### src/rtl/disk_seq_driver.sv
// disk_seq_driver: initiator for the disk-point core handshake. Issues a run
// of consecutive indices to one core (one request outstanding), captures each
// (x,y) result into a small FIFO and streams it out tagged with k and last.
module disk_seq_driver #(
  parameter int FIFO_DEPTH = 4,
  parameter int CNT_W      = 16
) (
  input  logic             clk,
  input  logic             rst_n,
  input  logic             cfg_start,
  input  logic [31:0]      cfg_k_start,
  input  logic [CNT_W-1:0] cfg_count,
  input  logic [1:0]       cfg_base_sel0,
  input  logic [1:0]       cfg_base_sel1,
  output logic             busy,
  output logic             core_start,
  output logic [31:0]      core_k,
  output logic [1:0]       core_base_sel0,
  output logic [1:0]       core_base_sel1,
  input  logic             core_ready,
  input  logic             core_done,
  input  logic [31:0]      core_x,
  input  logic [31:0]      core_y,
  output logic             out_valid,
  input  logic             out_ready,
  output logic [31:0]      out_x,
  output logic [31:0]      out_y,
  output logic [31:0]      out_k,
  output logic             out_last
);

  localparam int AW = $clog2(FIFO_DEPTH);
  localparam int CW = AW + 1;

  typedef enum logic [1:0] {
    ST_IDLE  = 2'd0,
    ST_ISSUE = 2'd1,
    ST_WAIT  = 2'd2,
    ST_DRAIN = 2'd3
  } state_t;

  state_t           state_r;
  state_t           state_nx_s;
  logic             accept_s;
  logic             issue_s;
  logic             capture_s;
  logic             run_end_s;
  logic             pop_s;
  logic             fifo_full_s;
  logic             fifo_empty_s;

  logic             busy_r;
  logic             core_start_r;
  logic [31:0]      k_r;
  logic [CNT_W-1:0] remaining_r;
  logic [1:0]       sel0_r;
  logic [1:0]       sel1_r;

  logic [31:0]      mem_x_r    [FIFO_DEPTH];
  logic [31:0]      mem_y_r    [FIFO_DEPTH];
  logic [31:0]      mem_k_r    [FIFO_DEPTH];
  logic             mem_last_r [FIFO_DEPTH];
  logic [AW-1:0]    wr_ptr_r;
  logic [AW-1:0]    rd_ptr_r;
  logic [CW-1:0]    count_r;

  assign fifo_full_s  = (count_r == CW'(FIFO_DEPTH));
  assign fifo_empty_s = (count_r == {CW{1'b0}});
  assign pop_s        = (!fifo_empty_s) && out_ready;

  assign busy           = busy_r;
  assign core_start     = core_start_r;
  assign core_k         = k_r;
  assign core_base_sel0 = sel0_r;
  assign core_base_sel1 = sel1_r;
  assign out_valid      = !fifo_empty_s;
  assign out_x          = mem_x_r[rd_ptr_r];
  assign out_y          = mem_y_r[rd_ptr_r];
  assign out_k          = mem_k_r[rd_ptr_r];
  assign out_last       = mem_last_r[rd_ptr_r];

  // FSM state register.
  always_ff @(posedge clk or negedge rst_n) begin
    if (!rst_n) begin
      state_r <= ST_IDLE;
    end else begin
      state_r <= state_nx_s;
    end
  end

  // Next-state and per-cycle action strobes; a start is only issued while the
  // core is idle, no result is pending on core_done and a FIFO slot is free.
  always_comb begin
    state_nx_s = state_r;
    accept_s   = 1'b0;
    issue_s    = 1'b0;
    capture_s  = 1'b0;
    run_end_s  = 1'b0;
    case (state_r)
      ST_IDLE: begin
        if (cfg_start && (cfg_count != {CNT_W{1'b0}})) begin
          accept_s   = 1'b1;
          state_nx_s = ST_ISSUE;
        end else begin
          state_nx_s = ST_IDLE;
        end
      end
      ST_ISSUE: begin
        if (core_ready && !core_done && !fifo_full_s) begin
          issue_s    = 1'b1;
          state_nx_s = ST_WAIT;
        end else begin
          state_nx_s = ST_ISSUE;
        end
      end
      ST_WAIT: begin
        if (core_done) begin
          capture_s = 1'b1;
          if (remaining_r == CNT_W'(1)) begin
            state_nx_s = ST_DRAIN;
          end else begin
            state_nx_s = ST_ISSUE;
          end
        end else begin
          state_nx_s = ST_WAIT;
        end
      end
      ST_DRAIN: begin
        if (fifo_empty_s) begin
          run_end_s  = 1'b1;
          state_nx_s = ST_IDLE;
        end else begin
          state_nx_s = ST_DRAIN;
        end
      end
      default: begin
        state_nx_s = ST_IDLE;
      end
    endcase
  end

  // Run context: latched config, current index, remaining count, busy and the start pulse.
  always_ff @(posedge clk or negedge rst_n) begin
    if (!rst_n) begin
      busy_r       <= 1'b0;
      core_start_r <= 1'b0;
      k_r          <= 32'd0;
      remaining_r  <= {CNT_W{1'b0}};
      sel0_r       <= 2'd0;
      sel1_r       <= 2'd0;
    end else begin
      core_start_r <= issue_s;
      if (accept_s) begin
        busy_r      <= 1'b1;
        k_r         <= cfg_k_start;
        remaining_r <= cfg_count;
        sel0_r      <= cfg_base_sel0;
        sel1_r      <= cfg_base_sel1;
      end else if (capture_s) begin
        k_r         <= k_r + 32'd1;
        remaining_r <= remaining_r - CNT_W'(1);
      end else if (run_end_s) begin
        busy_r <= 1'b0;
      end
    end
  end

  // Result FIFO: write on capture, read on out_valid & out_ready.
  always_ff @(posedge clk or negedge rst_n) begin
    if (!rst_n) begin
      for (int i = 0; i < FIFO_DEPTH; i++) begin
        mem_x_r[i]    <= 32'd0;
        mem_y_r[i]    <= 32'd0;
        mem_k_r[i]    <= 32'd0;
        mem_last_r[i] <= 1'b0;
      end
      wr_ptr_r <= {AW{1'b0}};
      rd_ptr_r <= {AW{1'b0}};
      count_r  <= {CW{1'b0}};
    end else begin
      if (capture_s) begin
        mem_x_r[wr_ptr_r]    <= core_x;
        mem_y_r[wr_ptr_r]    <= core_y;
        mem_k_r[wr_ptr_r]    <= k_r;
        mem_last_r[wr_ptr_r] <= (remaining_r == CNT_W'(1));
        wr_ptr_r             <= wr_ptr_r + AW'(1);
      end
      if (pop_s) begin
        rd_ptr_r <= rd_ptr_r + AW'(1);
      end
      case ({capture_s, pop_s})
        2'b10:   count_r <= count_r + CW'(1);
        2'b01:   count_r <= count_r - CW'(1);
        default: count_r <= count_r;
      endcase
    end
  end

endmodule

### config.mk
export PLATFORM = sky130hd
export DESIGN_NAME = disk_seq_driver
export DESIGN_NICKNAME = d
export VERILOG_FILES = /design/src/rtl/disk_seq_driver.sv
export SDC_FILE = /design/constraint.sdc
export NUM_CORES = 1
export LEC_CHECK = 0
export CORE_ASPECT_RATIO = 0.5
export CORE_MARGIN = 4
export CORE_UTILIZATION = 50
export DETAILED_ROUTE_END_ITERATION = 10
export PLACE_DENSITY_LB_ADDON = 0.15
export RECOVER_POWER = 25
export SLEW_MARGIN = 0
export SYNTH_ARGS = -nofsm -noshare
export SYNTH_HDL_FRONTEND = slang
export SYNTH_SLANG_ARGS = --single-unit
### constraint.sdc
create_clock -name clk -period 2.5 [get_ports clk]
set_input_delay 0.625 -clock clk [delete_from_list [all_inputs] [get_ports clk]]
set_output_delay 0.625 -clock clk [all_outputs]
set_load 0.05 [all_outputs]
After elaboration in Yosys (flattened, before gate mapping)
Cells that the tools add are included.
{ "op_classes": {"eq_ne": 8, "add_sub_neg": 6, "bitwise": 2, "n_div": 0, "mux": 42, "multipliers": 0, "magnitude_cmp": 3, "shifts": 0, "n_reduce_logical": 15} }
{ "op_table": {"columns": ["operator", "n"], "rows": [
  ["bitwise mux 128 bit", 3],
  ["2-to-1 mux 32 bit", 9],
  ["binary-select mux 32 bit (select 2 bit)", 3],
  ["demux 32 bit (select 2 bit)", 1],
  ["adder 32 x 1 -> 32 bit, second input constant", 1],
  ["2-to-1 mux 16 bit", 2],
  ["equality test 16 x 1 -> 1 bit, second input constant", 1],
  ["nonzero test 16 bit", 1],
  ["subtractor 16 x 1 -> 16 bit, second input constant", 1],
  ["2-to-1 mux 1 bit", 15],
  ["2-to-1 mux 2 bit", 4],
  ["case mux 2 bit (4 select lines)", 1],
  ["equality test 2 bit, second input constant", 3],
  ["greater-or-equal comparator 3 bit, second input constant", 2],
  ["NOT 2 -> 3 bit", 2],
  ["case mux 3 bit (2 select lines)", 1],
  ["nonzero test 2 bit", 3],
  ["logical AND 1 bit", 5],
  ["adder 2 x 1 -> 2 bit, second input constant", 2],
  ["bitwise mux 4 bit", 1],
  ["equality test 2 x 1 -> 1 bit, second input constant", 2],
  ["adder 3 x 1 -> 3 bit, second input constant", 1],
  ["equality test 3 bit, second input constant", 1],
  ["logical NOT 1 bit", 3],
  ["other kinds (8)", 8]
]} }
{ "word_totals": {"latch_bits": 0, "word_cells": 102, "out_inout_bits": 136, "inputBits": 122, "ramBits": 0, "ff_bits": 451, "mem_count": 0, "romBits": 0} }

Longest topological paths before layout
Gate-level depths: netlist of the first run.
{ "logic_depth": {"ltp_word": 6, "ltp_mapped": 11, "depth_no_buf": 9} }

Worst setup path after synthesis of the first run
No wires, ideal clock.
{ "synth_timing": {"path_type": "in2reg", "startpoint": "in core_done", "endpoint": "reg count_r[2]", "t_arrival_ns": 2.644, "stages": 11, "setup_slack_ns": -0.224, "required_ns": 2.421, "setup_time_ns": 0.079, "n_path_buf": 3, "path_cell_list": "and3b_1 > clkbuf_1 > inv_1 > clkbuf_1 > buf_1 > ha_1 > inv_1 > fa_1 > xor2_1 > nor2_1 > xor2_1"} }
{ "synth_between": {"elab_chain_len": 4, "word_cells_on_any_way": 6, "classes_between": "2 x eq/ne; 3 x mux; 1 x reduce/logical"} }
{ "synth_rtl": {"columns": ["item", "line", "text"], "rows": [
  ["from (decl)", "21", "input logic core_done,"],
  ["2-to-1 mux 1 bit *", "117", "if (core_done) begin"],
  ["2-to-1 mux 1 bit *", "99", "case (state_r)"],
  ["equality test 2 x 1 -> 1 bit / equality test 2 bit (equally long branches)", "191", "case ({capture_s, pop_s})"],
  ["case mux 3 bit (2 select lines) / nonzero test 2 bit (equally long branches)", null, null],
  ["to (signal assigned)", "192", "2'b10: count_r <= count_r + CW'(1);"],
  ["to (signal assigned)", "193", "2'b01: count_r <= count_r - CW'(1);"],
  ["to (signal assigned)", "194", "default: count_r <= count_r;"],
  ["to (decl)", "65", "logic [CW-1:0] count_r;"]
]} }
Every way passes the cells marked *; elsewhere a longest branch is shown, timed or not.
A chain may end at the register's enable or synchronous reset.

Final worst setup path of the first run
{ "layout_timing": {"startpoint": "reg rd_ptr_r[0]", "endpoint": "out out_k[26]"} }
{ "layout_between": {"elab_chain_len": 4} }
{ "layout_rtl": {"columns": ["item", "line", "text"], "rows": [
  ["from (decl)", "64", "logic [AW-1:0] rd_ptr_r;"],
  ["from (signal assigned)", "178", "rd_ptr_r <= {AW{1'b0}};"],
  ["from (signal assigned)", "189", "rd_ptr_r <= rd_ptr_r + AW'(1);"],
  ["NOT 2 -> 3 bit (implied by the code)", "79", "assign out_k = mem_k_r[rd_ptr_r];"],
  ["binary-select mux 32 bit (select 2 bit)", "79", null],
  ["2-to-1 mux 32 bit (implied by the code) (2 in series)", "79", null],
  ["to (decl)", "28", "output logic [31:0] out_k,"]
]} }
No other way between the ends. The select of a mux whose other input is x is not followed.

==> impl_metrics.toml, run 1 <==
[floorplan]
die_w_um = 292
core_um2 = 39300
core.rowCount = 51
boundaryPins = 258
start_util_pct = 51.2
die_area_um2 = 43800
chipHeight_um = 150

[synth]
synthSimpleGateAreaFrac_pct = 5.06
synth-seq-area-share_pct = 56.0
synth_fp_nets = 1511
synth_ff_type = "dfrtp_1"
syn_avg_cell_area_um2 = 14.6
synth_mux_area_share_pct = 31.7
synth_fa_ha_area_share_pct = 0.596
ys_ff_latch = 451
synth-xor-area-share_pct = 0.435
yosys_warnings = 0
synth_edf_count = 0
syn-cell-area_um2 = 20100
synth_top_family_by_area = "multiplexers"
synth-compound-area-share_pct = 3.69
synthArstFlopShare_pct = 100
synth_cell_types = 51
syn_inst = 1380

[critical_path]
slowest_stage = "mux4_2"
worstSetupEndpointType = "output pin"
crit_path_cell_trace = "buf_12, buf_16, mux4_2, buf_12"
slowest_delay_ns = 0.56
cp_data_required_time_ns = 1.88
path_class = "reg2out"
critPathLaunchType = "flop"
critPathMostFrequentCell = "buf_12"
crit_arrival_ns = 2.16
worstPathMaxFanout = 7

[cells_and_area]
drive_gt1_share_pct = 44.3
final_nets = 1816
fillerInstances = 2789
utilization_pct = 65.8
syn2layout_area_growth_pct = 28.4
final_common_cell = "dfrtp_1"
final_cell_mix = "dfrtp_1, mux2_2, clkdlybuf4s50_1"

[power]
power_leakage_nw = 11.6
ir_drop_v = 0.000653
power_density_nw_per_um2 = 1550
design_power_total_mw = 40.0

[routing]
totalWireLength_um = 51300
ant_nets = 0
drt_iter0_markers = 784
drt-pass1-iter-count = 5
wl_per_cell_um = 22.8
vias = 13015
drc = 0
viasPerCell = 5.79

[timing]
slew_headroom_pct = -7.25
worst_pin_slew_ns = 1.61
skew_ns = 0.0222
finalHoldViolCount = 0
drv_slew = 61
setup_viol = 97
timing.final.crit_share_pct = 111
fin_ws_ns = -0.280
min_period_ns = 2.78
rsz0062_at_grt = "yes"
max_freq_mhz = 360

[cts]
cts_sinks = 451
clk_pin_slew_ns = 0.07
root_buffer = "clkbuf_16"
cts_made_buffers = 40
clk_latency_ns = 0.55
hold_buffers = 0
cts_tree = "yes"
clk_path_buf_depth = 3
htreeDepth = 2

[hold_path]
hold_class = "in2async"

[flow_run]
drv_cap = 1

[global_routing]
grt-ovfl-total = 0
antenna_found_initial = 4
grt_max_degree = 61
grt_usage_pct = 23.6
grt_pass1_vias = 14398
grt_pass1_wl_um = 81100

[status]
status = "finished with violations"
violations = "max-capacitance violations, max-slew violations, negative setup slack"

[placed_design]
hpwl_um = 35800
io_buffers = 257
gp_congestion = 0.860
[final timing paths]
path / startpoint / endpoint / slack (ns) / cells after the start
max in group asynchronous: rst_n / mem_y_r[111]$_DFFE_PN0P_ / 0.39 / 3
min in group clk: mem_k_r[55]$_DFFE_PN0P_ / mem_k_r[55]$_DFFE_PN0P_ / 0.48 / 2
setup / recovery: rd_ptr_r[0]$_DFFE_PN0P_ / out_k[26] / -0.28 / 4
hold / removal: rst_n / busy$_DFFE_PN0P_ / 0.43 / 1
setup reg to reg: remaining_r[11]$_DFFE_PN0P_ / mem_last_r[2]$_DFFE_PN0P_ / 0.35 / 4
hold reg to reg: mem_k_r[55]$_DFFE_PN0P_ / mem_k_r[55]$_DFFE_PN0P_ / 0.48 / 2
[layout make-up]
cell class                      count  area (um^2)  area share, %
Antenna cell                        2         5.00         0.0194
Clock buffer                       57         1180           4.55
Clock inverter                     14          155          0.600
Inverter                           16         60.1          0.232
Multi-Input combinational cell    812         8400           32.5
Sequential cell                   451        11300           43.7
Tap cell                          530          663           2.56
Timing Repair Buffer              364         4110           15.9
[cells by family (layout without fill, tap and decap cells)]
| logic type | count (synthesis) | count (layout) |
|---|---|---|
| fa+ha+maj | 9 | 9 |
| xor+xnor | 10 | 10 |
| buf+inv | 117 | 451 |
| compound gates | 109 | 109 |
| mux | 471 | 471 |
| other cells | 0 | 2 |
| flops | 451 | 451 |
| simple gates | 213 | 213 |
[power breakdown]
group / total [mW] / switching (mW) / internal (mW)
Sequential: 12.8 / 2.17 / 10.6
Clock: 6.33 / 2.73 / 3.60
Combinational: 20.9 / 11.3 / 9.65
[layer usage]
| layer | share of wire (%) | routed length [um] | global-route usage [%] |
|---|---|---|---|
| met1 | 40 | 20600 | 29.4 |
| met2 | 52 | 26800 | 42.3 |
| met3 | 4.5 | 2330 | 4.40 |
| met4 | 2.8 | 1460 | 7.07 |
| met5 | 0.053 | 27 | 0 |
[sequential cells by signal, indices dropped and copies added, names as in the netlist, 3 cells and up]
name / count
mem_k_r: 128
mem_x_r: 128
mem_y_r: 128
core_k: 32
remaining_r: 16
mem_last_r: 4
count_r: 3
[worst max-delay path, delay by kind of cell (launching register included)]
| kind | cells | cell delay [ns] |
|---|---|---|
| mux | 1 | 0.56 |
| buf+inv | 3 | 0.53 |
| flops | 1 | 0.51 |
[per-stage QoR]
stage	hold slack [ns]	setup TNS (ns)	instances	worst slack, ns	area, um^2
finish	0.433	-20.73	2246	-0.280	25900
global route	0.510	-25.80	2246	-0.335	25900
CTS	0.0118	-23.99	2243	-0.310	25900
detailed placement	0.469	-0.0971	2161	-0.0298	24000
global placement	0.457	0	2161	0.00472	24000
floorplan	0.329	0	1380	0.0350	20100
[cells in the mapped netlist (all sizes together), types with 5 or more instances]
| master | n | area, um^2 |
|---|---|---|
| and2 | 6 | 37.5 |
| dfrtp | 451 | 11300 |
| mux2 | 372 | 4190 |
| or4 | 5 | 48.8 |
| nor4 | 8 | 50.1 |
| mux4 | 97 | 2180 |
| a221o | 5 | 50.1 |
| a41oi | 6 | 52.6 |
| o21ai | 41 | 205 |
| ha | 8 | 100 |
| a21oi | 9 | 48.8 |
| nand4 | 14 | 87.6 |
| nand2 | 97 | 364 |
| inv | 16 | 60.1 |
| or3 | 8 | 57.6 |
| and3 | 6 | 37.5 |
| nor2 | 28 | 105 |
| xor2 | 5 | 43.8 |
| o311ai | 10 | 87.6 |
| nand3 | 30 | 150 |
| xnor2 | 5 | 43.8 |
| clkbuf | 51 | 194 |
| o211ai | 22 | 165 |
| buf | 50 | 241 |
[what timing repair did]
action	CTS	global route
gates cloned	5	1
setup buffers	6	2
setup endpoints to repair	116	99
endpoints found under the hold margin	0	0
resized for setup	117	5
No activity file was read; power rests on OpenSTA's default activity.
==> inputs of run 2 (changes only) <==
--- a/config.mk
+++ b/config.mk
@@ -8,6 +8,7 @@
 export CORE_ASPECT_RATIO = 0.5
 export CORE_MARGIN = 4
 export CORE_UTILIZATION = 50
+export CTS_CLUSTER_SIZE = 28
 export DETAILED_ROUTE_END_ITERATION = 10
 export PLACE_DENSITY_LB_ADDON = 0.15
 export RECOVER_POWER = 25
==> results of run 2 <==
No change in the layout: final DEF, timing and power equal those of run 1.
